$ cat src/rtl/axis_uart_rx_packetizer.sv
// Frames the UART RX byte stream into AXIS packets (delimiter / length / idle-timeout close)
// and buffers them in a first-word fall-through FIFO with a per-packet error flag in tuser.
module axis_uart_rx_packetizer #(
  parameter int                   DATA_BITS   = 8,
  parameter int                   FIFO_DEPTH  = 16,
  parameter int                   MAX_LEN     = 64,
  parameter int                   IDLE_CYCLES = 1000,
  parameter int                   DELIM_ENA   = 1,
  parameter logic [DATA_BITS-1:0] DELIM       = 8'h0A
) (
  input  logic                 aclk,
  input  logic                 arstn,
  input  logic [DATA_BITS-1:0] s_axis_tdata,
  input  logic                 s_axis_tvalid,
  output logic                 s_axis_tready,
  input  logic                 parity_err,
  input  logic                 frame_err,
  output logic [DATA_BITS-1:0] m_axis_tdata,
  output logic                 m_axis_tvalid,
  input  logic                 m_axis_tready,
  output logic                 m_axis_tlast,
  output logic                 m_axis_tuser,
  output logic [15:0]          drop_cnt
);

  localparam int AW = $clog2(FIFO_DEPTH);
  localparam int PW = AW + 1;
  localparam int CW = $clog2(MAX_LEN + 1);
  localparam int IW = (IDLE_CYCLES > 1) ? $clog2(IDLE_CYCLES) : 1;
  localparam int EW = DATA_BITS + 2;
  localparam logic [IW-1:0] IDLE_MAX = (IDLE_CYCLES > 0) ? IW'(IDLE_CYCLES - 1) : '0;
  localparam logic [CW-1:0] MAX_CNT  = CW'(MAX_LEN);

  typedef enum logic {S_EMPTY = 1'b0, S_HOLD = 1'b1} state_t;

  state_t               state_r, state_s;
  logic [DATA_BITS-1:0] stage_data_r, stage_data_s;
  logic                 stage_last_r, stage_last_s;
  logic [CW-1:0]        pkt_cnt_r, pkt_cnt_s, pkt_base_s, pkt_inc_s;
  logic [IW-1:0]        idle_cnt_r, idle_cnt_s;
  logic                 err_acc_r, err_acc_s, err_set_s;
  logic                 parity_q_r;
  logic [15:0]          drop_cnt_r;
  logic                 tready_r;
  logic [PW-1:0]        wr_ptr_r, rd_ptr_r;
  logic [EW-1:0]        mem_r [FIFO_DEPTH];
  logic [EW-1:0]        rd_entry_s, wr_entry_s;
  logic                 accept_s, full_s, empty_s, rd_en_s, space_s, timeout_s;
  logic                 wr_en_s, wr_last_s, load_s, drop_s, close_s;

  assign accept_s  = s_axis_tvalid && tready_r;
  assign full_s    = (wr_ptr_r[AW] != rd_ptr_r[AW]) && (wr_ptr_r[AW-1:0] == rd_ptr_r[AW-1:0]);
  assign empty_s   = (wr_ptr_r == rd_ptr_r);
  assign rd_en_s   = !empty_s && m_axis_tready;
  // A beat leaving this cycle frees a slot, so a full FIFO can still take a write.
  assign space_s   = !full_s || rd_en_s;
  assign timeout_s = (IDLE_CYCLES != 0) && (state_r == S_HOLD) && !stage_last_r &&
                     (idle_cnt_r == IDLE_MAX);
  assign close_s   = wr_en_s && wr_last_s;
  assign err_set_s = (accept_s && frame_err) || (parity_err && !parity_q_r) || drop_s;
  assign wr_entry_s = {wr_last_s & err_acc_r, wr_last_s, stage_data_r};

  // Stage FSM: decide commit, replace, drop or hold for the staged byte.
  always_comb begin
    state_s      = state_r;
    wr_en_s      = 1'b0;
    wr_last_s    = 1'b0;
    load_s       = 1'b0;
    drop_s       = 1'b0;
    case (state_r)
      S_EMPTY: begin
        if (accept_s) begin
          load_s  = 1'b1;
          state_s = S_HOLD;
        end else begin
          state_s = S_EMPTY;
        end
      end
      S_HOLD: begin
        if (space_s && (stage_last_r || accept_s || timeout_s)) begin
          wr_en_s   = 1'b1;
          wr_last_s = stage_last_r || timeout_s;
          if (accept_s) begin
            load_s  = 1'b1;
            state_s = S_HOLD;
          end else begin
            state_s = S_EMPTY;
          end
        end else if (accept_s) begin
          drop_s  = 1'b1;
          state_s = S_HOLD;
        end else begin
          state_s = S_HOLD;
        end
      end
      default: state_s = S_EMPTY;
    endcase
  end

  // Packet length, last flag, idle counter and error accumulator next-state.
  always_comb begin
    stage_data_s = stage_data_r;
    stage_last_s = stage_last_r;
    pkt_base_s   = close_s ? {CW{1'b0}} : pkt_cnt_r;
    pkt_inc_s    = pkt_base_s + CW'(1);
    pkt_cnt_s    = pkt_base_s;
    idle_cnt_s   = idle_cnt_r;
    err_acc_s    = (close_s ? 1'b0 : err_acc_r) | err_set_s;
    if (load_s) begin
      stage_data_s = s_axis_tdata;
      pkt_cnt_s    = pkt_inc_s;
      stage_last_s = ((DELIM_ENA != 0) && (s_axis_tdata == DELIM)) || (pkt_inc_s == MAX_CNT);
    end else begin
      pkt_cnt_s    = pkt_base_s;
    end
    if (accept_s || close_s) begin
      idle_cnt_s = {IW{1'b0}};
    end else if ((IDLE_CYCLES != 0) && (state_r == S_HOLD) && !stage_last_r &&
                 (idle_cnt_r != IDLE_MAX)) begin
      idle_cnt_s = idle_cnt_r + IW'(1);
    end else begin
      idle_cnt_s = idle_cnt_r;
    end
  end

  // Control state, counters and FIFO pointers.
  always_ff @(posedge aclk) begin
    if (!arstn) begin
      state_r      <= S_EMPTY;
      stage_data_r <= {DATA_BITS{1'b0}};
      stage_last_r <= 1'b0;
      pkt_cnt_r    <= {CW{1'b0}};
      idle_cnt_r   <= {IW{1'b0}};
      err_acc_r    <= 1'b0;
      parity_q_r   <= 1'b0;
      drop_cnt_r   <= 16'h0000;
      tready_r     <= 1'b0;
      wr_ptr_r     <= {PW{1'b0}};
      rd_ptr_r     <= {PW{1'b0}};
    end else begin
      state_r      <= state_s;
      stage_data_r <= stage_data_s;
      stage_last_r <= stage_last_s;
      pkt_cnt_r    <= pkt_cnt_s;
      idle_cnt_r   <= idle_cnt_s;
      err_acc_r    <= err_acc_s;
      parity_q_r   <= parity_err;
      tready_r     <= 1'b1;
      if (drop_s && (drop_cnt_r != 16'hFFFF)) drop_cnt_r <= drop_cnt_r + 16'd1;
      if (wr_en_s) wr_ptr_r <= wr_ptr_r + PW'(1);
      if (rd_en_s) rd_ptr_r <= rd_ptr_r + PW'(1);
    end
  end

  // FIFO storage; contents are don't-care until the write pointer passes them.
  always_ff @(posedge aclk) begin
    if (wr_en_s) mem_r[wr_ptr_r[AW-1:0]] <= wr_entry_s;
  end

  assign rd_entry_s    = mem_r[rd_ptr_r[AW-1:0]];
  assign s_axis_tready = tready_r;
  assign drop_cnt      = drop_cnt_r;
  assign m_axis_tvalid = !empty_s;
  assign m_axis_tdata  = empty_s ? {DATA_BITS{1'b0}} : rd_entry_s[DATA_BITS-1:0];
  assign m_axis_tlast  = !empty_s && rd_entry_s[DATA_BITS];
  assign m_axis_tuser  = !empty_s && rd_entry_s[DATA_BITS+1] && rd_entry_s[DATA_BITS];

endmodule

$ cat config.mk
export PLATFORM = sky130hd
export DESIGN_NAME = axis_uart_rx_packetizer
export DESIGN_NICKNAME = d
export VERILOG_FILES = /design/src/rtl/axis_uart_rx_packetizer.sv
export SDC_FILE = /design/constraint.sdc
export NUM_CORES = 1
export LEC_CHECK = 0
export BUFFER_PORTS_ARGS = -buffer_cell sky130_fd_sc_hd__buf_2
export CAP_MARGIN = 5
export CORE_AREA = 2 2 193 195
export CTS_CLUSTER_DIAMETER = 60
export DETAILED_ROUTE_END_ITERATION = 10
export DIE_AREA = 0 0 195 197
export GPL_TIMING_DRIVEN = 0
export HOLD_SLACK_MARGIN = 0.08
export SETUP_SLACK_MARGIN = 0.1
export SLEW_MARGIN = 20
export SYNTH_ARGS = -nofsm -noshare
export SYNTH_HDL_FRONTEND = slang
export SYNTH_SLANG_ARGS = --single-unit
$ cat constraint.sdc
create_clock -name aclk -period 3 [get_ports aclk]
set_input_delay 0.15 -clock aclk [delete_from_list [all_inputs] [get_ports aclk]]
set_output_delay 0.15 -clock aclk [all_outputs]
set_load 0.02 [all_outputs]
# Word-level counts from Yosys, hierarchy flattened
# Memories as Yosys holds them, arrays and structs flattened. A register that Yosys moved wholly into a read port is not among the register bits.
# Index checks and enable logic that the tools add are counted.
[totals] memories=1 register_bits=56 output_inout_bits=28 inputBits=14 mem_bits_rw=160 word_cells=76
[classes] muxes=20 add_sub_neg=5 n_reduce_logical=27 n_eq_ne=8 bitwise=4
[mem_list] name="mem_r" depth=16 word_bits=10 rd=1 rd_clocked_by_memory_dff=1 wr=1 line_no="46" source="logic [EW-1:0] mem_r [FIFO_DEPTH];"
[op_table] cell="$add 16x1->16 const B" n=1
[op_table] cell="$ne 16x16->1 const B" n=1
[op_table] cell="$logic_and 1x1->1" n=14
[op_table] cell="$mux 7" n=2
[op_table] cell="$mux 1" n=13
[op_table] cell="$add 10x1->10 const B" n=1
[op_table] cell="$add 5x1->5 const B" n=2
[op_table] cell="$eq 10x10->1 const B" n=1
[op_table] cell="$ne 10x10->1 const B" n=1
[op_table] cell="$eq 8x4->1 const B" n=1
[op_table] cell="$logic_or 1x1->1" n=8
[op_table] cell="$mux 4" n=2
[op_table] cell="$mux 8" n=1
[op_table] cell="$add 7x1->7 const B" n=1
[op_table] cell="$eq 7x7->1 const B" n=1
[op_table] cell="$eq 5x5->1" n=1
[op_table] cell="$eq 4x4->1" n=1
[op_table] cell="$logic_not 1->1" n=4
[op_table] cell="$pmux 1 s2" n=2
[op_table] cell="$not 1->1" n=2
[op_table] cell="$reduce_or 2->1" n=1
[op_table] cell="$and 1x1->1" n=1
[op_table] cell="$ne 1x1->1" n=1
[op_table] cell="$or 1x1->1" n=1

# Longest topological paths before layout
# Gate-level depths: netlist of the first run.
[logic_depth] ltp_word=12 depth_mapped=11 depth_no_buf=8

# Worst setup path after synthesis of the first run
# Ideal clock, no wire load.
[synth_path] path_kind="reg-to-reg" from="reg wr_ptr_r[2]" to="mem mem_r[0][0] in the netlist's numbering, enable pin" setup_time_ns=0.390 setup_slack_ns=0.045 period_less_slack_ns=2.955 t_required_ns=2.610 path_stages_with_launch=9 t_arrival_ns=2.565 n_path_buf=3 path_cell_list="dfxtp_1 -> buf_6 -> xnor2_1 -> and4_1 -> clkbuf_1 -> a221oi_1 -> buf_2 -> nand2_1 -> nor3_1"
[synth_via] elab_chain_len=9 elab_cells_between_ends=12 cone_classes="eq/ne: 2; mux: 4; reduce/logical: 6"
[synth_lines] item="start, declared" line_no="45" source="logic [PW-1:0] wr_ptr_r, rd_ptr_r;"
[synth_lines] item="start signal, assigned" line_no="138" source="wr_ptr_r <= {PW{1'b0}};"
[synth_lines] item="start signal, assigned" line_no="150" source="if (wr_en_s) wr_ptr_r <= wr_ptr_r + PW'(1);"
[synth_lines] item="$eq 5x5->1 or $eq 4x4->1 (tied branches)" line_no="53, 52"
[synth_lines] item="$logic_not 1->1 or $logic_and 1x1->1 (tied branches)" line_no="54, 52"
[synth_lines] item="$logic_and 1x1->1 or $logic_not 1->1 (tied branches)" line_no="54, 56"
[synth_lines] item="$logic_or 1x1->1" line_no="56" source="assign space_s = !full_s || rd_en_s;"
[synth_lines] item="$logic_and 1x1->1" line_no="80" source="if (space_s && (stage_last_r || accept_s || timeout_s)) begin"
[synth_lines] item="$mux 1" line_no="80"
[synth_lines] item="$mux 1" line_no="70" source="case (state_r)"
[synth_lines] item="$mux 1" line_no="157" source="if (wr_en_s) mem_r[wr_ptr_r[AW-1:0]] <= wr_entry_s;"
[synth_lines] item="$mux 1 (not written as such)" line_no="157"
[synth_lines] item="end, declared" line_no="46"
# Parallel ways exist; a longest one is shown, timed or not.

==> results.json, run 1 <==
{
  "regArea_um2": 6010,
  "fmax_mhz": 355,
  "clkPwrFrac": 0.440,
  "clk_pin_slew_ns": 0.06,
  "nFillCells": 3660,
  "yosys_warnings": 0,
  "core_area_um2": 36300,
  "antenna_found_initial": 0,
  "yosys_register_bits": 220,
  "synth.most_common_cell": "edfxtp_1",
  "routabilityCongestion": 0.754,
  "netlist_top_cells_area": "edfxtp_1, dfxtp_1, mux4_2",
  "synth.net_count": 611,
  "drv_cap": 0,
  "cts_made_buffers": 23,
  "grt_overflow": 0,
  "synth_largest_area_cell": "edfxtp_1",
  "pwr-share-comb": 0.047,
  "core.rowCount": 70,
  "dp.cells": 1102,
  "clock_path_buffers": 3,
  "timing.final.crit_period_ns": 2.82,
  "drt_iter0_drc": 438,
  "setup_ws_ns": 0.182,
  "ant_nets": 0,
  "grt_pass1_wl_mm": 30.8,
  "nNetsFinal": 690,
  "final_cell_count_no_fill": 1153,
  "wl_per_cell_um": 17.3,
  "drtPass1Iterations": 4,
  "finish.utilization": 0.298,
  "crit_fanout": 10,
  "p_int_mw": 5.08,
  "pwr-share-seq": 0.513,
  "dp_hpwl_mm": 13.4,
  "ys_types": 47,
  "critPathKind": "reg -> out",
  "slew_headroom": 0.311,
  "p_sw_frac": 0.208,
  "syn_avg_cell_area_um2": 15.3,
  "setup_viol": 0,
  "postSynth.asyncResetShare": 0,
  "die_area_um2": 38400,
  "finalWirelength_mm": 19.9,
  "grt_pass1_vias": 5205,
  "cts_root_buf": "clkbuf_16",
  "ys.flop_type": "edfxtp_1",
  "worst_pin_slew_ns": 1.02,
  "synth-edff-count": 160,
  "h-tree-depth": 1,
  "drive_gt1_frac": 0.238,
  "worst_ep_arrival_time_ns": 2.67,
  "slew_viol_final": 0,
  "drc": 0,
  "clk_latency_ns": 0.50,
  "period_share": 0.939,
  "post_cts_buffers": 0,
  "finalPower_mw": 6.42,
  "tns_ns": 0,
  "placed_area_um2": 9860,
  "port_buffers": 41,
  "skew_ns": 0.0139,
  "area_growth_pct": 20.1,
  "p_sw_mw": 1.33,
  "yosys-top-cells-count": "edfxtp_1, dfxtp_1, mux4_2",
  "die_h_um": 197,
  "antenna_cells": 0,
  "startpoint_type": "flip-flop",
  "initial_utilization": 0.248,
  "syn-cell-area_um2": 9010,
  "hold_viol": 0,
  "yosysSeqAreaShare": 0.667,
  "cts_tree": "built",
  "grtUsageTotal": 0.103,
  "synth_top_area_share": 0.533,
  "clkSinkCount": 220,
  "vias": 5234,
  "rsz0062_at_grt": "no",
  "io_pins": 42,
  "r2r_setup_slack_ns": 0.23,
  "p_per_area_nw_per_um2": 593,
  "netlist_instances": 589,
  "hold_class": "in -> reg",
  "endpoint_kind": "output port",
  "dp_slack_ns": -0.352,
  "vias_per_cell": 4.54,
  "die_w_um": 195,
  "grt_start_max_net_pins": 18,
  "outcome": "completed",
  "p_leak_nw": 3.50,
  "vdd_drop_max_mv": 0.401,
  "fin_area_um2": 10800,
  "multi_input_area_um2": 2880,
  "fin_hold_ws_ns": 0.100,
  "worst_ep_required_time_ns": 2.85
}
-- kinds of logic after synthesis --
| family | Yosys count | share of synthesized area |
|---|---|---|
| AO/OA/AOI/OAI | 73 | 0.0504 |
| XOR/XNOR | 20 | 0.0194 |
| adder cells (fa/ha/maj) | 8 | 0.0111 |
| buffers and inverters | 40 | 0.0207 |
| flip-flops | 220 | 0.667 |
| multiplexers | 56 | 0.130 |
| AND/OR/NAND/NOR | 172 | 0.101 |
-- area by class of cell --
cell class,instances,area share
inverter,11,0.00382
clock buffer,37,0.0679
buffer,27,0.0169
tap,468,0.0541
timing repair buffer,56,0.0326
multi-input combinational,329,0.266
sequential,220,0.555
clock inverter,5,0.00347
-- path summary, 6_finish.rpt --
kind,from,endpoint,cells after the start
worst min register to register,err_acc_r$_SDFF_PN0_,err_acc_r$_SDFF_PN0_,2
worst max register to register,wr_ptr_r[3]$_SDFFE_PN0P_,mem_r[1][2]$_DFFE_PP_,9
worst min-delay path,m_axis_tready,flip-flop,4
worst max-delay path,flip-flop,m_axis_tdata[0],6
-- state kept, by name, indices dropped and copies added, names as in the netlist, named ones only --
name / flops
mem_r: 160
state_r: 1
stage_last_r: 1
stage_data_r: 8
pkt_cnt_r: 7
s_axis_tready: 1
wr_ptr_r: 5
idle_cnt_r: 10
drop_cnt: 16
parity_q_r: 1
err_acc_r: 1
rd_ptr_r: 5
-- cell usage in the layout, fill, tap and decap left out, types with 7 or more instances in the layout --
cell type / count
buf_6: 8
mux4_2: 49
dlygate4sd3_1: 11
clkbuf_1: 15
a21oi_1: 31
xor2_1: 7
nand4_1: 10
and3_1: 12
inv_1: 9
nor2_1: 24
dfxtp_1: 59
buf_2: 46
o21ai_0: 9
or4_1: 13
and2_1: 7
clkbuf_16: 25
nor2b_1: 12
ha_1: 8
edfxtp_1: 160
nand3_1: 17
nand2_1: 46
xnor2_1: 13
o31ai_1: 14
-- repair_timing --
action | CTS | global route
hold buffers | 11 | 0
resized for setup | 22 | 7
hold endpoints to repair | 11 | 0
cloned | 0 | 0
endpoints found under the setup margin | 110 | 47
-- per-layer routing --
| layer | routed length [um] | track usage |
|---|---|---|
| met4 | 278 | 0.0209 |
| met2 | 9460 | 0.169 |
| met5 | 0 | 0 |
| met3 | 830 | 0.0145 |
| met1 | 9340 | 0.146 |
-- power by group through the flow --
stage / clock, mW / combinational, mW / sequential [mW]
2_1_floorplan: 0 / 0.188 / 3.35
3_3_place_gp: 0 / 0.276 / 3.36
3_5_place_dp: 0 / 0.278 / 3.36
4_1_cts: 2.90 / 0.301 / 3.29
5_1_grt: 2.99 / 0.327 / 3.30
6_report: 2.83 / 0.300 / 3.29
-- worst max-delay path: stages, from the launching register on --
cell	delay [ns]
dfxtp_1	0.30
clkbuf_2	0.20
buf_8	0.21
mux4_2	0.57
mux4_2	0.52
nor2b_1	0.17
buf_2	0.18
Note: power is estimated with default switching activity, not from simulation.
==> inputs of run 2 (changes only) <==
--- a/config.mk
+++ b/config.mk
@@ -5,12 +5,13 @@
 export SDC_FILE = /design/constraint.sdc
 export NUM_CORES = 1
 export LEC_CHECK = 0
+export ABC_AREA = 1
 export BUFFER_PORTS_ARGS = -buffer_cell sky130_fd_sc_hd__buf_2
 export CAP_MARGIN = 5
-export CORE_AREA = 2 2 193 195
+export CORE_AREA = 2 2 196 198
 export CTS_CLUSTER_DIAMETER = 60
 export DETAILED_ROUTE_END_ITERATION = 10
-export DIE_AREA = 0 0 195 197
+export DIE_AREA = 0 0 198 200
 export GPL_TIMING_DRIVEN = 0
 export HOLD_SLACK_MARGIN = 0.08
 export SETUP_SLACK_MARGIN = 0.1
==> results.json, run 2 <==
{
  "drive_gt1_frac": 0.138,
  "p_per_area_nw_per_um2": 630,
  "slew_viol_final": 0,
  "synth.most_common_cell": "edfxtp_1",
  "grtUsageTotal": 0.112,
  "skew_ns": 0.0283,
  "ys_types": 36,
  "grt_overflow": 0,
  "cts_tree": "built",
  "die_h_um": 200,
  "regArea_um2": 6010,
  "vias": 6411,
  "vdd_drop_max_mv": 0.365,
  "wl_per_cell_um": 15.3,
  "clkSinkCount": 220,
  "post_cts_buffers": 0,
  "vias_per_cell": 4.42,
  "port_buffers": 41,
  "largest_register_ffs": 160,
  "synth.net_count": 864,
  "setup_viol": 0,
  "finalWirelength_mm": 22.2,
  "hold_class": "in -> reg",
  "nNetsFinal": 945,
  "grt_start_max_net_pins": 21,
  "worst_ep_required_time_ns": 2.85,
  "clk_latency_ns": 0.53,
  "synth-edff-count": 160,
  "crit_chain": "buf_6 -> clkbuf_2 -> buf_2 -> a21oi_1 -> o21ai_0 -> o211ai_1 -> nand3_1 -> a21oi_1 -> buf_2",
  "yosys-top-cells-count": "edfxtp_1, inv_1, a21oi_1",
  "endpoint_kind": "output port",
  "drc": 0,
  "synth_top_area_share": 0.519,
  "clk_pin_slew_ns": 0.06,
  "timing.final.crit_period_ns": 2.72,
  "nFillCells": 3852,
  "grt_pass1_vias": 6100,
  "initial_utilization": 0.248,
  "tns_ns": 0,
  "multi_input_area_um2": 2770,
  "netlist_instances": 842,
  "drtPass1Iterations": 4,
  "yosys_register_bits": 220,
  "antenna_cells": 0,
  "drv_cap": 0,
  "worst_pin_slew_ns": 0.804,
  "netlist_top_cells_area": "edfxtp_1, dfxtp_1, a21oi_1",
  "routabilityCongestion": 0.830,
  "core_area_um2": 37400,
  "period_share": 0.906,
  "hold_viol": 0,
  "fmax_mhz": 368,
  "yosys_warnings": 0,
  "cts_root_buf": "clkbuf_16",
  "finalPower_mw": 6.99,
  "io_pins": 42,
  "drt_iter0_drc": 456,
  "final_cell_mix": "edfxtp_1, inv_1, a21oi_1",
  "startpoint_type": "flip-flop",
  "grt_pass1_wl_mm": 34.4,
  "ys.flop_type": "edfxtp_1",
  "core.rowCount": 71,
  "area_growth_pct": 20.0,
  "outcome": "completed",
  "clock_path_buffers": 3,
  "die_w_um": 198,
  "slowest_stage": "dfxtp_2",
  "cts_made_buffers": 24,
  "rsz0062_at_grt": "yes",
  "yosysSeqAreaShare": 0.649,
  "p_leak_nw": 3.89,
  "postSynth.asyncResetShare": 0,
  "h-tree-depth": 1,
  "ant_nets": 0,
  "slew_headroom": 0.464,
  "dp_hpwl_mm": 14.9,
  "final_common_cell": "edfxtp_1",
  "syn_avg_cell_area_um2": 11.0,
  "die_area_um2": 39600,
  "antenna_found_initial": 0,
  "crit_fanout": 10,
  "critPathKind": "reg -> out",
  "max_stage_delay_ns": 0.36,
  "syn-cell-area_um2": 9260,
  "worst_ep_arrival_time_ns": 2.57,
  "synth_largest_area_cell": "edfxtp_1"
}
==> run 2: cell types whose count changed in the layout (fill, tap and decap cells not counted), sizes merged, moves of 33 or more <==
cell,change
a21oi,+52
nand2,+35
o21ai,+68
o211ai,+33
mux4,-49
inv,+91
mux2i,+33
nor2,+51
==> run 2: metal layers <==
metal | share of wire | GRT usage | wire length, um | up-vias
met5 | 0 | 0 | 0 | -
met4 | 0.023 | 0.0312 | 521 | 0
met3 | 0.051 | 0.0180 | 1130 | 38
met2 | 0.46 | 0.186 | 10200 | 166
met1 | 0.47 | 0.151 | 10300 | 3068
li1 | - | - | - | 3139
==> run 2: worst paths after layout <==
check | start | to | slack [ns] | cells past startpoint
hold / removal | arstn | s_axis_tready$_DFF_P_ | 0.30 | 2
hold reg to reg | wr_ptr_r[4]$_SDFFE_PN0P_ | wr_ptr_r[4]$_SDFFE_PN0P_ | 0.47 | 1
setup / recovery | flip-flop | m_axis_tdata[7] | 0.28 | 9
setup reg to reg | idle_cnt_r[0]$_SDFFE_PP0P_ | stage_last_r$_SDFFE_PN0P_ | 0.49 | 19
==> run 2: cell type report <==
class                      count  area share
buffer                        33      0.0150
clock buffer                  30      0.0570
clock inverter                13      0.0143
inverter                     104      0.0352
multi-input combinational    485       0.249
sequential                   220       0.541
tap                          511      0.0576
timing repair buffer          55      0.0311
==> run 2: worst max-delay path: cells and delay by family, from the launching register on <==
kind,cells,cell delay (ns)
flip-flops,1,0.36
AND/OR/NAND/NOR,1,0.17
AO/OA/AOI/OAI,4,0.70
buffers and inverters,4,0.82
==> run 2: timing repair <==
item	4_1_cts	5_1_grt
pin swaps	0	1
hold buffers	14	0
gates resized for setup	10	17
endpoints found under the setup margin	9	76
endpoints found under the hold margin	17	0
==> run 2: power breakdown <==
| part | internal (mW) | switching, mW |
|---|---|---|
| Combinational | 0.235 | 0.457 |
| Clock | 1.76 | 1.19 |
| Sequential | 3.29 | 0.0622 |
| Total | 5.29 | 1.71 |
==> run 2: logic make-up after synthesis <==
logic type                 share of synthesized area
AOI/OAI and AO/OA                              0.123
xor gates and xnor gates                     0.00662
adders and majority gates                     0.0108
buffers and inverters                         0.0576
DFF                                            0.649
muxes                                         0.0422
and+or+nand+nor                                0.111
==> run 2: through the flow <==
stage                     setup slack (ns)  area [um2]  instances  hold slack [ns]  utilization
after global placement               0.196       10100       1394            0.267        0.270
after detailed placement             0.239       10100       1394            0.273        0.270
final                                0.282       11100       1451            0.301        0.297
after global routing                0.0549       11100       1451            0.293        0.297
after floorplan                      0.843        9260        842            0.178            -
after CTS                            0.140       11100       1451            0.287        0.296
==> inputs of run 3 (changes only) <==
--- a/config.mk
+++ b/config.mk
@@ -14,7 +14,7 @@
 export DIE_AREA = 0 0 198 200
 export GPL_TIMING_DRIVEN = 0
 export HOLD_SLACK_MARGIN = 0.08
-export SETUP_SLACK_MARGIN = 0.1
+export SETUP_SLACK_MARGIN = 0.4
 export SLEW_MARGIN = 20
 export SYNTH_ARGS = -nofsm -noshare
 export SYNTH_HDL_FRONTEND = slang
==> results.json, run 3 (synthesis gave the netlist of run 2 again) <==
{
  "fmax_mhz": 397,
  "reg2reg_from": "idle_cnt_r[0]$_SDFFE_PP0P_",
  "die_w_um": 198,
  "hold_path.startpoint": "arstn",
  "period_share": 0.840,
  "fin_area_um2": 11300,
  "antenna_found_initial": 0,
  "max_stage_delay_ns": 0.56,
  "clkPwrFrac": 0.418,
  "p_sw_frac": 0.243,
  "p_per_area_nw_per_um2": 624,
  "clk_pin_slew_ns": 0.06,
  "p_int_mw": 5.32,
  "cts_made_buffers": 24,
  "drt_iter0_drc": 426,
  "startpoint_type": "flip-flop",
  "hold_viol": 0,
  "port_buffers": 41,
  "finalWirelength_mm": 22.3,
  "setup.worst_path.start": "idle_cnt_r[0]$_SDFFE_PP0P_",
  "tns_ns": 0,
  "dp_slack_ns": 0.239,
  "pwr-share-comb": 0.106,
  "core.rowCount": 71,
  "initial_utilization": 0.248,
  "rsz0062_at_grt": "yes",
  "ant_nets": 0,
  "drtPass1Iterations": 4,
  "dp_hpwl_mm": 14.9,
  "antenna_cells": 0,
  "cts_root_buf": "clkbuf_16",
  "worst_ep_arrival_time_ns": 2.65,
  "finalPower_mw": 7.03,
  "clkSinkCount": 220,
  "worst_pin_slew_ns": 0.741,
  "timing.critical_path.buf_inv": 1,
  "final_cell_count_no_fill": 1453,
  "slowest_stage": "nor2_2",
  "h-tree-depth": 1,
  "cts_tree": "built",
  "clk_latency_ns": 0.52,
  "grt_pass1_wl_mm": 34.6,
  "hold_class": "in -> reg",
  "outcome": "completed",
  "nNetsFinal": 947,
  "drc": 0,
  "slew_viol_final": 0,
  "p_leak_nw": 3.92,
  "drv_cap": 0,
  "pwr-share-seq": 0.477,
  "critPathKind": "reg -> reg",
  "drive_gt1_frac": 0.158,
  "skew_ns": 0.0247,
  "grtUsageTotal": 0.112,
  "final_cell_mix": "edfxtp_1, inv_1, nand2_1",
  "grt_pass1_vias": 6124,
  "placed_area_um2": 10100,
  "core_area_um2": 37400,
  "crit_family": "simple AND/OR/NAND/NOR gates",
  "endpoint_kind": "flip-flop",
  "routabilityCongestion": 0.830,
  "die_area_um2": 39600,
  "timing.final.crit_period_ns": 2.52,
  "grt_start_max_net_pins": 21,
  "crit_chain": "ha_1 -> nand2_1 -> nor2_1 -> nand4_1 -> nand2_1 -> nand3_1 -> inv_1 -> nand2_1 -> nor2_2",
  "vdd_drop_max_mv": 0.366,
  "clock_path_buffers": 3,
  "setup_ws_ns": 0.480,
  "wl_per_cell_um": 15.3,
  "die_h_um": 200,
  "slew_headroom": 0.505,
  "largest_register_ffs": 160,
  "vias": 6402,
  "worst_ep_required_time_ns": 3.13,
  "setup_viol": 0,
  "dp.cells": 1394,
  "p_sw_mw": 1.71,
  "final_common_cell": "edfxtp_1",
  "grt_overflow": 0,
  "vias_per_cell": 4.41,
  "crit_fanout": 10,
  "io_pins": 42,
  "crit_top_cell": "nand2_1",
  "area_growth_pct": 21.8
}
-- run 3: stage by stage --
stage / util / hold WS, ns
after global routing: 0.302 / 0.293
after global placement: 0.270 / 0.267
final: 0.302 / 0.302
after CTS: 0.298 / 0.287
after floorplan: - / 0.178
after detailed placement: 0.270 / 0.273
-- run 3: worst paths after layout --
path,slack (ns),to,depth (start not counted)
min reg2reg,0.47,wr_ptr_r[4]$_SDFFE_PN0P_,1
min,0.30,s_axis_tready$_DFF_P_,2
max,0.48,mem_r[13][7]$_DFFE_PP_,9
max reg2reg,0.48,mem_r[13][7]$_DFFE_PP_,9
-- run 3: cell type report --
| class | count | area, um2 |
|---|---|---|
| multi-input combinational | 485 | 2850 |
| sequential | 220 | 6010 |
| inverter | 104 | 397 |
| clock buffer | 30 | 633 |
| fill | 3822 | 26100 |
| buffer | 33 | 208 |
| clock inverter | 13 | 159 |
| tap | 511 | 639 |
| timing repair buffer | 57 | 379 |
-- run 3: what timing repair did --
item,4_1_cts,5_1_grt
buffers inserted,0,2
pin swaps,5,13
endpoints found under the setup margin,120,174
hold endpoints to repair,17,0
hold buffers,14,0
gates resized for setup,44,37
-- run 3: power groups by stage --
stage | clock, mW | sequential (mW) | combinational (mW)
5_1_grt | 3.11 | 3.36 | 0.818
2_1_floorplan | 0 | 3.39 | 0.447
3_5_place_dp | 0 | 3.41 | 0.667
3_3_place_gp | 0 | 3.41 | 0.661
6_report | 2.94 | 3.35 | 0.745
4_1_cts | 2.99 | 3.35 | 0.719
-- run 3: per-layer routing --
layer  part of all wire  vias to the layer above  track usage
met5                  0                        -            0
met2               0.47                      167        0.186
met4              0.020                        0       0.0298
li1                   -                     3149            -
met1               0.46                     3051        0.153
met3              0.054                       35       0.0178
